--- config.mk ---
export PLATFORM = sky130hd
export DESIGN_NAME = fpnew_classify
export DESIGN_NICKNAME = d
export VERILOG_FILES = /design/src/rtl/fpnew_classify.sv
export SDC_FILE = /design/constraint.sdc
export NUM_CORES = 1
export LEC_CHECK = 0
export ABC_CLOCK_PERIOD_IN_PS = 3500
export CORE_MARGIN = 5
export CORE_UTILIZATION = 50
export CTS_CLUSTER_SIZE = 8
export DETAILED_ROUTE_END_ITERATION = 10
export DONT_BUFFER_PORTS = 1
export PLACE_DENSITY = 0.74
export RECOVER_POWER = 100
export SLEW_MARGIN = 15
export SYNTH_ARGS = -nofsm -noshare
export SYNTH_HDL_FRONTEND = slang
export SYNTH_SLANG_ARGS = --single-unit
export TNS_END_PERCENT = 30
--- constraint.sdc ---
create_clock -name clk_i -period 3.5 [get_ports clk_i]
set_clock_uncertainty 0.05 [all_clocks]
set_input_delay 0.7 -clock clk_i [delete_from_list [all_inputs] [get_ports clk_i]]
set_output_delay 0.7 -clock clk_i [all_outputs]
set_load 0.03 [all_outputs]
--- src/rtl/fpnew_classify.sv ---
`default_nettype none
// ============================================================================
// Module : fpnew_classify
// Brief  : FCLASS decoder with a valid/ready pipeline and a saturating NaN count.
// Macro  : FPNEW_CLASSIFY_NANBOX_EN - a narrow operand that is not NaN-boxed reads as canonical qNaN
// Rev    : 1.0
// ============================================================================
module fpnew_classify #(
  parameter logic [2:0]  FpFormat      = 3'd0,
  parameter int unsigned NUM_PIPE_REGS = 1,
  parameter int unsigned TAG_WIDTH     = 4
) (
  input  logic                 clk_i,
  input  logic                 rst_ni,
  input  logic                 flush_i,
  input  logic                 in_valid_i,
  output logic                 in_ready_o,
  input  logic [63:0]          operand_i,
  input  logic [TAG_WIDTH-1:0] tag_i,
  output logic                 out_valid_o,
  input  logic                 out_ready_i,
  output logic [9:0]           class_o,
  output logic                 is_nan_o,
  output logic [TAG_WIDTH-1:0] tag_o,
  output logic [15:0]          nan_count_o,
  output logic                 busy_o
);

  localparam int unsigned c_exp_bits = (FpFormat == 3'd1) ? 11 :
                                       ((FpFormat == 3'd2) || (FpFormat == 3'd3)) ? 5 : 8;
  localparam int unsigned c_man_bits = (FpFormat == 3'd0) ? 23 :
                                       (FpFormat == 3'd1) ? 52 :
                                       (FpFormat == 3'd2) ? 10 :
                                       (FpFormat == 3'd3) ? 2 : 7;
  localparam int unsigned c_width    = 1 + c_exp_bits + c_man_bits;

  logic                  w_sign;
  logic [c_exp_bits-1:0] w_exp;
  logic [c_man_bits-1:0] w_man;
  logic                  w_boxed;
  logic [9:0]            w_class;
  logic [15:0]           r_nan_count;

  assign w_sign = operand_i[c_width-1];
  assign w_exp  = operand_i[c_width-2:c_man_bits];
  assign w_man  = operand_i[c_man_bits-1:0];

  if (c_width < 64) begin : g_upper
`ifdef FPNEW_CLASSIFY_NANBOX_EN
    assign w_boxed = &operand_i[63:c_width];
`else
    logic w_unused_upper;
    assign w_unused_upper = ^operand_i[63:c_width];
    assign w_boxed        = 1'b1;
`endif
  end else begin : g_full
    assign w_boxed = 1'b1;
  end

  always_comb begin
    w_class = '0;
    if (!w_boxed) begin
      w_class[9] = 1'b1;
    end else if (&w_exp) begin
      if (w_man == '0) begin
        if (w_sign) w_class[0] = 1'b1;
        else        w_class[7] = 1'b1;
      end else if (w_man[c_man_bits-1]) begin
        w_class[9] = 1'b1;
      end else begin
        w_class[8] = 1'b1;
      end
    end else if (w_exp == '0) begin
      if (w_man == '0) begin
        if (w_sign) w_class[3] = 1'b1;
        else        w_class[4] = 1'b1;
      end else begin
        if (w_sign) w_class[2] = 1'b1;
        else        w_class[5] = 1'b1;
      end
    end else begin
      if (w_sign) w_class[1] = 1'b1;
      else        w_class[6] = 1'b1;
    end
  end

  if (NUM_PIPE_REGS == 0) begin : g_comb
    logic w_unused_flush;
    assign w_unused_flush = flush_i;
    assign out_valid_o    = in_valid_i;
    assign in_ready_o     = out_ready_i;
    assign class_o        = w_class;
    assign tag_o          = tag_i;
    assign busy_o         = 1'b0;
  end else begin : g_pipe
    // Index 0 is the decoded input; index i+1 is the output of stage i.
    logic [NUM_PIPE_REGS:0] w_valid_chain;
    logic [9:0]             w_class_chain [NUM_PIPE_REGS+1];
    logic [TAG_WIDTH-1:0]   w_tag_chain   [NUM_PIPE_REGS+1];
    logic [NUM_PIPE_REGS:0] w_ready;

    assign w_valid_chain[0]       = in_valid_i;
    assign w_class_chain[0]       = w_class;
    assign w_tag_chain[0]         = tag_i;
    assign w_ready[NUM_PIPE_REGS] = out_ready_i;

    for (genvar i = 0; i < NUM_PIPE_REGS; i++) begin : g_stage
      logic                 r_valid;
      logic [9:0]           r_class;
      logic [TAG_WIDTH-1:0] r_tag;

      // Flattened form of !valid[i] | ready[i+1]: some stage at or after i has room.
      assign w_ready[i] = out_ready_i | ~(&w_valid_chain[NUM_PIPE_REGS:i+1]);

      always_ff @(posedge clk_i or negedge rst_ni) begin
        if (!rst_ni) begin
          r_valid <= 1'b0;
          r_class <= '0;
          r_tag   <= '0;
        end else if (flush_i) begin
          r_valid <= 1'b0;
        end else if (w_ready[i]) begin
          r_valid <= w_valid_chain[i];
          if (w_valid_chain[i]) begin
            r_class <= w_class_chain[i];
            r_tag   <= w_tag_chain[i];
          end
        end
      end

      assign w_valid_chain[i+1] = r_valid;
      assign w_class_chain[i+1] = r_class;
      assign w_tag_chain[i+1]   = r_tag;
    end

    assign in_ready_o  = w_ready[0];
    assign out_valid_o = w_valid_chain[NUM_PIPE_REGS];
    assign class_o     = w_class_chain[NUM_PIPE_REGS];
    assign tag_o       = w_tag_chain[NUM_PIPE_REGS];
    assign busy_o      = |w_valid_chain[NUM_PIPE_REGS:1];
  end

  assign is_nan_o = class_o[9] | class_o[8];

  always_ff @(posedge clk_i or negedge rst_ni) begin
    if (!rst_ni) begin
      r_nan_count <= '0;
    end else if (out_valid_o && out_ready_i && is_nan_o && (r_nan_count != 16'hFFFF)) begin
      r_nan_count <= r_nan_count + 16'd1;
    end
  end

  assign nan_count_o = r_nan_count;

endmodule
`default_nettype wire
==> qor.yml, run 1 <==
grt:
  grt_antenna_before_repair: 0
  grt_pass1_vias: 1139
  grt_max_degree: 32
  grt_pass1_wl_mm: 5.347
  gr-total-overflow: 0
  grt_use_total_pct: 16.72
power:
  max-vdd-ir-drop_uv: 210.8
  powerDensity_nw_per_um2: 399.5
  p_total_mw: 0.6168
  p_leak_nw: 0.6837
routing:
  vias: 1087
  first_pass_iters: 4
  wire_per_inst_um: 19.55
  drc: 0
  via_per_inst: 6.432
  drtIter0Drc: 65
  drtAntennaViolNets: 0
  wl_mm: 3.304
timing:
  slew_violations: 32
  fin_crit_sh_pct: 77.36
  finalSetupViolCount: 0
  post-route-min-period_ns: 2.708
  clock.fmax_mhz: 369.3
  final-hold-violation-count: 0
  rsz0062_at_grt: "no"
  timing.hold.ws_ns: 0.3805
  fin_tns_setup_ns: 0
  slew-limit-headroom_pct: -7.653
  worst_slew_pin_slew_ns: 1.615
  fin_ws_ns: 0.7923
critical_path:
  r2r_start: "nan_count_o[0]"
  arrival_ns: 2.88
  path_buf_inv: 1
  crit_path_top_delay_cell: "nor4_1"
  worstPathCellList: "ha_1 -> nand4_1 -> nor4_1 -> clkbuf_1 -> nor2_1 -> mux2_2"
  worstSetupStartpointType: "flip-flop"
  worstPathRequired_ns: 3.67
  startpoint: "nan_count_o[0]"
  path_max_fanout: 8
  max_stage_delay_ns: 0.75
  critPathKind: "flip-flop to flip-flop"
  end_kind: "flip-flop"
  cp_top_family: "simple AND/OR/NAND/NOR gates"
clock_tree:
  cts_root_buf: "clkbuf_4"
  clk_pin_slew_worst_paths_ns: 0.09
  clkLatencyLatePin_ns: 0.32
  postCtsSetupBuffers: 0
  clk_path_buf_depth: 2
  cts_tree: "built"
  htree_levels: 2
  cts_buffers: 5
  cts.sinks: 31
  ctsResizeCount: 0
logic_synthesis:
  syn_area_um2: 1541
  ys_seq_elements: 31
  syn_avg_cell_area_um2: 11.01
  synth_enable_flop_cells: 0
  synthCells: 140
  yosys_warnings: 0
  synthFlopType: "dfrtp_1"
  async_flop_share_pct: 100.0
  synthesis.nets: 214
  yosysUniqueCellTypes: 29
  ys_seq_area_share_pct: 50.32
cells_and_area:
  area_growth_pct: 0.1623
  fin_area_um2: 1544
  multi_input_area_um2: 659.4
  nFillCells: 273
  ff_latch_area_um2: 775.7
  nNetsFinal: 211
  antenna_cells: 0
  final_common_cell: "dfrtp_1"
  drive_gt1_share_pct: 12.50
  mostFrequentLayoutCells: "dfrtp_1 (31), xor2_1 (13), nor4_1 (11)"
  stdcell_count: 169
  final_util_pct: 51.42
floorplanning:
  io_pins: 107
  core_area_um2: 3003
  start_util_pct: 51.33
  die_x_um: 65.53
  rows: 20
  die_height_um: 65.53
  die_area_um2: 4294
placement:
  dp_hpwl_mm: 2.496
  place_ws_ns: 1.020
  place_congestion: 0.7617
  placed_cells_incl_taps: 162
  io_buffers: 0
  dpl_cell_area_um2: 1516
hold_path:
  worstHoldPathType: "input port to flip-flop"
  hold_path.startpoint: "flush_i"
run_status:
  violations: "max-capacitance violations, max-slew violations"
  outcome: "finished with violations"
flow_run:
  cap_viol_max_count: 1
## layout make-up
| cell class | instances | share of cell area (%) |
|---|---|---|
| clock buffers | 6 | 2.674 |
| inverters | 3 | 0.7293 |
| multi-input cells | 92 | 42.71 |
| flip-flops and latches | 31 | 50.24 |
| well taps | 33 | 2.674 |
| repair buffers | 4 | 0.9724 |
## flip-flops by register name (all words and copies together), names as in the netlist
signal       count
nan_count_o     16
class_o         10
tag_o            4
busy_o           1
## kinds of logic after synthesis
family,Yosys count,share of synthesized area [%]
xor gates and xnor gates,13,7.386
AOI/OAI and AO/OA,14,7.711
adders and majority gates,1,0.8116
buffers and inverters,17,6.899
muxes,6,4.383
and+or+nand+nor,58,22.48
DFF,31,50.32
## worst paths after layout
check	endpoint	slack [ns]	cells past startpoint
worst min register to register	nan_count_o[15]	0.66	1
worst max register to register	nan_count_o[1]	0.79	6
min in group asynchronous	nan_count_o[1]	0.72	1
worst min-delay path	busy_o	0.38	1
worst max-delay path	nan_count_o[1]	0.79	6
max in group asynchronous	tag_o[3]	1.74	1
## synth_stat cells (all sizes together) (2+ instances only)
master | instances | area, um2
or2 | 3 | 18.77
nor3 | 9 | 45.04
o21ai | 2 | 10.01
a32o | 7 | 70.07
buf | 12 | 87.58
mux2 | 6 | 67.56
nor4 | 13 | 102.6
nand4 | 8 | 50.05
nor2 | 6 | 22.52
nand2 | 8 | 30.03
nand3 | 5 | 30.03
inv | 3 | 11.26
dfrtp | 31 | 775.7
xor2 | 13 | 113.9
clkbuf | 2 | 7.510
a22o | 3 | 26.28
## layer usage
| metal | wire [um] | global-route usage [%] | vias to the layer above | share of wire [%] |
|---|---|---|---|---|
| met4 | 71 | 9.326 | 0 | 2.1 |
| met2 | 1672 | 26.80 | 44 | 51 |
| met5 | 0 | 0 | - | 0 |
| met1 | 1243 | 18.76 | 533 | 38 |
| met3 | 317 | 6.838 | 7 | 9.6 |
| li1 | - | - | 503 | - |
## power breakdown
group | switching [mW] | internal [mW]
Combinational | 0.0164 | 0.0125
Sequential | 0.0371 | 0.370
Clock | 0.110 | 0.0713
## timing repair
| item | CTS | global route |
|---|---|---|
| endpoints found under the hold margin | 31 | 0 |
| hold buffers | 1 | 0 |
| setup endpoints to repair | 0 | 0 |
(Power assumes the default switching activity.)
==> run 2: changes to the inputs <==
--- a/config.mk
+++ b/config.mk
@@ -5,13 +5,13 @@
 export SDC_FILE = /design/constraint.sdc
 export NUM_CORES = 1
 export LEC_CHECK = 0
-export ABC_CLOCK_PERIOD_IN_PS = 3500
+export ABC_CLOCK_PERIOD_IN_PS = 2300
 export CORE_MARGIN = 5
 export CORE_UTILIZATION = 50
 export CTS_CLUSTER_SIZE = 8
 export DETAILED_ROUTE_END_ITERATION = 10
 export DONT_BUFFER_PORTS = 1
-export PLACE_DENSITY = 0.74
+export PLACE_DENSITY = 0.77
 export RECOVER_POWER = 100
 export SLEW_MARGIN = 15
 export SYNTH_ARGS = -nofsm -noshare
==> constraint.sdc (replaced) <==
create_clock -name clk_i -period 2.3 [get_ports clk_i]
set_clock_uncertainty 0.05 [all_clocks]
set_input_delay 0.46 -clock clk_i [delete_from_list [all_inputs] [get_ports clk_i]]
set_output_delay 0.46 -clock clk_i [all_outputs]
set_load 0.03 [all_outputs]
==> qor.yml, run 2 (synthesis gave the netlist of run 1 again) <==
critical_path:
  critPathKind: "flip-flop to flip-flop"
  path_max_fanout: 4
  worstSetupStartpointType: "flip-flop"
  end_kind: "flip-flop"
  worstPathRequired_ns: 2.49
  arrival_ns: 2.23
clock_tree:
  cts_buffers: 5
  htree_levels: 2
  cts.sinks: 31
  cts_root_buf: "clkbuf_4"
  clk_path_buf_depth: 2
  clk_pin_slew_worst_paths_ns: 0.09
  clkLatencyLatePin_ns: 0.32
  ctsResizeCount: 0
  cts_tree: "built"
power:
  powerDensity_nw_per_um2: 584.1
  power_switching_mw: 0.2600
  p_leak_nw: 0.7377
  max-vdd-ir-drop_uv: 394.8
  power.share.switching_pct: 26.90
  intPower_mw: 0.7068
  pwr-share-comb_pct: 6.1
  power_frac_seq_pct: 63.5
  clockPowerShare_pct: 30.4
  p_total_mw: 0.9668
timing:
  slew_violations: 0
  fin_tns_setup_ns: 0
  clock.fmax_mhz: 489.7
  post-route-min-period_ns: 2.042
  finalSetupViolCount: 0
  slew-limit-headroom_pct: 52.85
  worst_slew_pin_slew_ns: 0.7103
  rsz0062_at_grt: "no"
  fin_crit_sh_pct: 88.78
  final-hold-violation-count: 0
grt:
  grt_max_degree: 32
  grt_antenna_before_repair: 0
  grt_util_met1_pct: 19.19
  gr-total-overflow: 0
  grt_pass1_wl_mm: 5.996
  grt_pass1_vias: 1339
  grt-busiest-layer: "met2"
  met2_usage_pct: 32.11
  grt_use_met3_pct: 8.547
  grt_use_total_pct: 18.39
cells_and_area:
  final_common_cell: "dfrtp_1"
  drive_gt1_share_pct: 13.29
  multi_input_area_um2: 649.4
  mostFrequentLayoutCells: "dfrtp_1 (31), clkbuf_1 (20), xor2_1 (13)"
  largest_register_ffs: 16
  ff_latch_area_um2: 775.7
  antenna_cells: 0
  nNetsFinal: 231
  area_growth_pct: 7.387
  nFillCells: 275
routing:
  drtIter0Drc: 47
  wl_mm: 3.619
  drtAntennaViolNets: 0
  vias: 1199
  wire_per_inst_um: 18.95
  first_pass_iters: 4
  via_per_inst: 6.277
  drc: 0
placement:
  dp_hpwl_mm: 2.854
  place_congestion: 0.7763
  io_buffers: 0
floorplanning:
  die_x_um: 65.53
  die_area_um2: 4294
  rows: 20
  io_pins: 107
  die_height_um: 65.53
  start_util_pct: 51.33
  core_area_um2: 3003
hold_path:
  worstHoldPathType: "input port to flip-flop"
flow_run:
  cap_viol_max_count: 0
run_status:
  outcome: "finished clean"
-- run 2: path summary, 6_finish.rpt --
check / from / end / slack (ns) / cells past startpoint
min in group asynchronous: rst_ni / class_o[7] / 0.54 / 2
setup / recovery: nan_count_o[0] / nan_count_o[13] / 0.26 / 5
max in group asynchronous: rst_ni / tag_o[3] / 1.49 / 2
hold reg to reg: nan_count_o[10] / nan_count_o[10] / 0.50 / 1
hold / removal: flush_i / busy_o / 0.15 / 1
setup reg to reg: nan_count_o[0] / nan_count_o[13] / 0.26 / 5
-- run 2: final cells by class --
class / instances / area share (%)
sequential: 31 / 46.86
multi-input combinational: 92 / 39.23
timing repair buffer: 24 / 7.710
clock buffer: 7 / 2.721
tap: 33 / 2.494
inverter: 3 / 0.6803
clock inverter: 1 / 0.3023
-- run 2: power groups by stage --
stage / logic, mW / clock network [mW] / registers, mW
after floorplan: 0.0534 / 0 / 0.613
after global placement: 0.0453 / 0 / 0.624
after detailed placement: 0.0473 / 0 / 0.623
after CTS: 0.0637 / 0.312 / 0.613
after global routing: 0.0673 / 0.339 / 0.616
final: 0.0591 / 0.294 / 0.613
-- run 2: routing by layer --
| layer | vias to the layer above | part of all wire, % |
|---|---|---|
| met3 | 9 | 9.8 |
| met1 | 588 | 36 |
| met2 | 56 | 52 |
| met4 | 0 | 1.7 |
| li1 | 546 | - |
| met5 | - | 0 |
-- run 2: stage by stage --
| stage | area (um2) | setup WS, ns | hold WS [ns] | instances | utilization, % |
|---|---|---|---|---|---|
| after floorplan | 1541 | 0.3982 | 0.1144 | 140 | - |
| after global placement | 1659 | 0.4542 | 0.1152 | 181 | 55.25 |
| after detailed placement | 1659 | 0.3979 | 0.1152 | 181 | 55.25 |
| after CTS | 1739 | 0.3784 | 0.1280 | 191 | 57.92 |
| after global routing | 1655 | 0.1477 | 0.1213 | 191 | 55.13 |
| final | 1655 | 0.2581 | 0.1517 | 191 | 55.13 |
-- run 2: what timing repair did --
item,4_1_cts,5_1_grt
setup buffers,0,0
hold endpoints to repair,31,0
hold buffers,2,0
-- run 2: worst max-delay path, stage by stage (launching register included) --
cell      delay [ns]
dfrtp_1         0.38
clkbuf_1        0.42
nand2_1         0.14
or4_1           0.52
nor4_1          0.27
xor2_1          0.19
